--- src/rtl/dropout_mask_gen.sv ---
// Dropout keep-mask generator: a 16-bit Galois LFSR is compared against a
// captured threshold one bit per enabled cycle, producing MASK_WIDTH-bit words behind a valid/ready handshake.
module dropout_mask_gen #(
   parameter int          MASK_WIDTH   = 8,
   parameter logic [15:0] DEFAULT_SEED = 16'hACE1
) (
   input  logic                  clk,
   input  logic                  rst_n,
   input  logic                  ena,
   input  logic [7:0]            keep_thr,
   input  logic                  seed_load,
   input  logic [15:0]           seed_in,
   output logic [MASK_WIDTH-1:0] mask,
   output logic                  mask_valid,
   input  logic                  mask_ready,
   output logic [3:0]            keep_count,
   output logic [7:0]            mask_cnt,
   output logic                  busy
);

   localparam int              IDX_W    = (MASK_WIDTH > 1) ? $clog2(MASK_WIDTH) : 1;
   localparam logic [15:0]     TAPS     = 16'hB400;
   localparam logic [IDX_W-1:0] LAST_IDX = IDX_W'(MASK_WIDTH - 1);

   typedef enum logic [1:0] {S_IDLE, S_GEN, S_VALID} state_t;

   state_t                r_state, w_state_next;
   logic [15:0]           r_lfsr;
   logic [IDX_W-1:0]      r_idx;
   logic [7:0]            r_thr;
   logic [MASK_WIDTH-1:0] r_partial;
   logic [MASK_WIDTH-1:0] r_mask;
   logic [3:0]            r_keep_count;
   logic [7:0]            r_mask_cnt;

   logic                  w_handshake;
   logic                  w_gen_step;
   logic                  w_last_bit;
   logic                  w_start;
   logic [15:0]           w_lfsr_next;
   logic [15:0]           w_seed;
   logic [MASK_WIDTH-1:0] w_partial_next;
   logic [3:0]            w_popcount;

   assign w_handshake = (r_state == S_VALID) && mask_ready;
   assign w_gen_step  = (r_state == S_GEN) && ena;
   assign w_last_bit  = w_gen_step && (r_idx == LAST_IDX);
   // A new word starts (threshold captured) from IDLE or straight out of a handshake.
   assign w_start     = ((r_state == S_IDLE) && ena) || (w_handshake && ena);
   assign w_lfsr_next = (r_lfsr >> 1) ^ (r_lfsr[0] ? TAPS : 16'h0000);
   assign w_seed      = (seed_in == 16'h0000) ? DEFAULT_SEED : seed_in;

   // NOTE: every always_comb output gets a default first so no path leaves it unassigned (no latch).
   always_comb begin
      w_partial_next        = r_partial;
      w_partial_next[r_idx] = (r_lfsr[7:0] < r_thr);
   end

   always_comb begin
      w_popcount = '0;
      for (int i = 0; i < MASK_WIDTH; i++) begin
         w_popcount = w_popcount + 4'(w_partial_next[i]);
      end
   end

   // NOTE: sequential state uses non-blocking assignments so all registers update from pre-edge values.
   always_ff @(posedge clk or negedge rst_n) begin
      if (!rst_n) begin
         r_state <= S_IDLE;
      end else begin
         r_state <= w_state_next;
      end
   end

   always_comb begin
      w_state_next = r_state;
      case (r_state)
         S_IDLE:  if (ena)        w_state_next = S_GEN;
         S_GEN:   if (w_last_bit) w_state_next = S_VALID;
         S_VALID: if (mask_ready) w_state_next = ena ? S_GEN : S_IDLE;
         default:                 w_state_next = S_IDLE;
      endcase
      if (seed_load) begin
         w_state_next = S_IDLE;
      end
   end

   always_ff @(posedge clk or negedge rst_n) begin
      if (!rst_n) begin
         r_lfsr       <= DEFAULT_SEED;
         r_idx        <= '0;
         r_thr        <= '0;
         r_partial    <= '0;
         r_mask       <= '0;
         r_keep_count <= '0;
         r_mask_cnt   <= '0;
      end else if (seed_load) begin
         // Reseeding abandons any word in flight, including one being handed off this edge.
         r_lfsr    <= w_seed;
         r_idx     <= '0;
         r_partial <= '0;
      end else begin
         if (w_start) begin
            r_idx     <= '0;
            r_thr     <= keep_thr;
            r_partial <= '0;
         end
         if (w_gen_step) begin
            r_lfsr    <= w_lfsr_next;
            r_partial <= w_partial_next;
            r_idx     <= r_idx + 1'b1;
            if (w_last_bit) begin
               r_mask       <= w_partial_next;
               r_keep_count <= w_popcount;
               r_idx        <= '0;
            end
         end
         if (w_handshake) begin
            r_mask_cnt <= r_mask_cnt + 8'd1;
         end
      end
   end

   assign mask       = r_mask;
   assign mask_valid = (r_state == S_VALID);
   assign keep_count = r_keep_count;
   assign mask_cnt   = r_mask_cnt;
   assign busy       = (r_state == S_GEN);

endmodule

--- config.mk ---
export PLATFORM = sky130hd
export DESIGN_NAME = dropout_mask_gen
export DESIGN_NICKNAME = d
export VERILOG_FILES = /design/src/rtl/dropout_mask_gen.sv
export SDC_FILE = /design/constraint.sdc
export NUM_CORES = 1
export LEC_CHECK = 0
export CAP_MARGIN = 10
export CELL_PAD_IN_SITES_DETAIL_PLACEMENT = 0
export CELL_PAD_IN_SITES_GLOBAL_PLACEMENT = 1
export CORE_UTILIZATION = 37
export CTS_CLUSTER_DIAMETER = 120
export CTS_CLUSTER_SIZE = 25
export DETAILED_ROUTE_END_ITERATION = 7
export PLACE_DENSITY_LB_ADDON = 0.25
export SLEW_MARGIN = 25
export SYNTH_ARGS = -nofsm -noshare
export SYNTH_HDL_FRONTEND = slang
export SYNTH_SLANG_ARGS = --single-unit
--- constraint.sdc ---
create_clock -name clk -period 6 [get_ports clk]
set_input_delay 1.2 -clock clk [delete_from_list [all_inputs] [get_ports clk]]
set_output_delay 1.2 -clock clk [all_outputs]
set_load 0.05 [all_outputs]
==> summary.md <==
| Metric | Value |
|---|---|
| Post-Route WL | `6730 um` |
| CTS Buf Count | `9` |
| Critical path arrival | `4.77 ns` |
| Clock transition at path regs | `0.07 ns` |
| Vias in the first global route | `2376` |
| Status | `completed` |
| Syn Nets | `353` |
| Nets@finish | `400` |
| Initial antenna violation count | `0` |
| Hold Worst Slack | `0.467 ns` |
| Slew headroom | `38.7%` |
| Final setup fails | `0` |
| First-pass DRT Iterations | `4` |
| Worst hold path type | `register to register` |
| Peak supply drop | `0.000115 V` |
| Crit Path Class | `register to register` |
| Final WS setup | `1.43 ns` |
| Highest routed metal layer | `met4` |
| Synth Area per Inst | `10.5 um^2` |
| Hold Buf Count CTS | `0` |
| CP startpoint kind | `register` |
| Placed cell areas | `3790 um^2` |
| Min-Delay Path Depth | `1` |
| Peak Freq | `219 MHz` |
| Sum of negative setup slack | `0 ns` |
| Post-synthesis async set-or-reset flop share | `100%` |
| Yosys warns | `0` |
| Root Driver | `clkbuf_8` |
| Horiz. Die Dim | `95.4 um` |
| Seq cells post-synth | `57` |
| H-tree depth | `3` |
| P_leak | `0.00178 uW` |
| Diode count | `0` |
| Clock Latency Late Sink | `0.34 ns` |
| Postcts setup bufs | `0` |
| Max Slew Vio Count | `0` |
| Post-synthesis cell type count | `54` |
| Initial Utilization | `38.7%` |
| IO Port Bufs | `50` |
| DRC Markers | `0` |
| Die Ht | `95.4 um` |
| Total GRT Usage | `16.6%` |
| Critical path capture point type | `register` |
| Post-cts gate resize count | `0` |
| RSZ-0062 raised after global routing | `false` |
| Row cnt | `33` |
| Post-synth EDFFs | `0` |
| GP Congestion | `0.752` |
| Syn Inst Count | `307` |
| Layout cell share with drive strength beyond 1 | `15.6%` |
| Clock sinks | `57` |
| Most used DFF post-synth | `dfrtp_1` |
| Post-synthesis sequential area ratio | `44.5%` |
| WP data required | `6.20 ns` |
| HPWL Detailed | `4620 um` |
| Die ar. | `9090 um^2` |
| Cell Pwr Density | `235 nW/um^2` |
| Gr ovfl total | `0` |
| Fin crit period | `4.57 ns` |
| WL met1 | `3250 um` |
| Total of max-cap violations | `0` |
| Fin util | `47.8%` |
| Avg WL per Cell | `14.5 um` |
| Via count | `2420` |
| Largest net degree at the start of global routing | `58` |
| TritonCTS clock tree | `built` |
| First-pass GRT wire length | `11400 um` |
| Fin area | `3990 um^2` |
| Reg2Reg Depth | `17` |
| Area growth syn-to-layout | `23.6%` |
| Via-to-Cell Ratio | `5.22` |
| Post-Syn Area | `3220 um^2` |
| Worst slew pin tran | `0.917 ns` |
| Antenna Violating Nets Remaining | `0` |
| CTS max path bufs | `2` |
| Post-place setup slack | `1.40 ns` |
| DR iter-0 viols | `62` |
| DR WL met3 | `202 um` |
| Final period util | `76.2%` |
| Top-Level Pins | `51` |
| Clock skew | `0.00830 ns` |
| Core area | `8340 um^2` |
| Worst Path Max Fanout | `19` |
| Met2 WL | `3180 um` |
| Final hold vios | `0` |
[critical path, cell delays in order (launching register included)]
cell,delay [ns]
dfrtp_1,0.40
ha_1,0.29
or3_1,0.35
a21oi_1,0.35
o31ai_4,0.11
buf_4,0.22
mux2_1,0.32
fa_1,0.51
inv_1,0.05
fa_1,0.50
inv_1,0.05
fa_1,0.44
inv_1,0.06
ha_1,0.15
inv_1,0.05
fa_1,0.37
xor2_1,0.14
o21ai_1,0.07
[registers in the layout (all words and copies together), names as in the netlist]
name,count
r_thr,8
mask_cnt,8
mask,8
r_idx,3
r_state,2
r_partial,8
keep_count,4
r_lfsr,16
[routing by layer]
layer,track usage [%],vias to the layer above
li1,-,1204
met1,22.0,1163
met2,26.0,46
met3,4.31,7
met4,6.44,0
met5,0,-
[power breakdown]
group	switching [uW]	internal (uW)	total, uW
logic	98.5	78.5	177
clock network	160	170	330
registers	17.3	412	430
total	276	661	936
[metrics by stage]
stage	total power (uW)	std cells
3_3_place_gp	612	447
3_5_place_dp	617	447
6_report	936	464
4_1_cts	951	463
2_1_floorplan	558	307
5_1_grt	991	464
[area by class of cell]
class	instances	area, um^2
inverters	24	90.1
flip-flops and latches	57	1440
well taps	105	131
repair buffers	54	529
clock buffers	11	151
clock inverters	5	30.0
multi-input cells	208	1620
fillers	804	4360
[cell usage after synthesis (5+ instances only)]
library cell	instances	area share, %
a21oi_1	15	2.3
a22oi_1	8	1.9
buf_2	5	0.78
clkbuf_1	11	1.3
dfrtp_1	49	38
dfstp_2	8	6.5
ha_1	13	5.0
inv_1	23	2.7
mux2_2	10	3.5
mux2i_1	16	5.0
nand2_1	19	2.2
nand3_1	5	0.78
nor2_1	20	2.3
o21ai_0	9	1.4
o21ai_1	9	1.4
o31ai_2	7	2.7
o32ai_1	6	1.6
xnor2_1	8	2.2
[path summary, 6_finish.rpt]
path / startpoint / end / slack, ns
hold reg to reg: mask_cnt[7] / mask_cnt[7] / 0.47
setup reg to reg: r_lfsr[2] / keep_count[2] / 1.43
max in group asynchronous: rst_n / r_partial[7] / 4.48
setup / recovery: r_lfsr[2] / keep_count[2] / 1.43
hold / removal: mask_cnt[7] / mask_cnt[7] / 0.47
min in group asynchronous: rst_n / mask[2] / 0.97
[cells by family (layout without fill, tap and decap cells)]
| family | after synthesis | after routing | share of synthesized area, % |
|---|---|---|---|
| xor gates and xnor gates | 11 | 11 | 2.99 |
| adders and majority gates | 17 | 17 | 7.53 |
| AOI/OAI and AO/OA | 76 | 76 | 17.6 |
| and+or+nand+nor | 75 | 75 | 12.5 |
| DFF | 57 | 57 | 44.5 |
| muxes | 29 | 29 | 9.51 |
| buffers and inverters | 42 | 94 | 5.32 |
[cell usage in the layout, fill, tap and decap left out, drive strengths merged, types with 11 or more instances in the layout]
cell,count
mux2i,16
mux2,13
nand2,19
clkdlybuf4s50,49
dfrtp,49
nor2,20
clkbuf,11
ha,13
o21ai,18
a21oi,17
inv,24
Power figures use the tool's default switching activity.
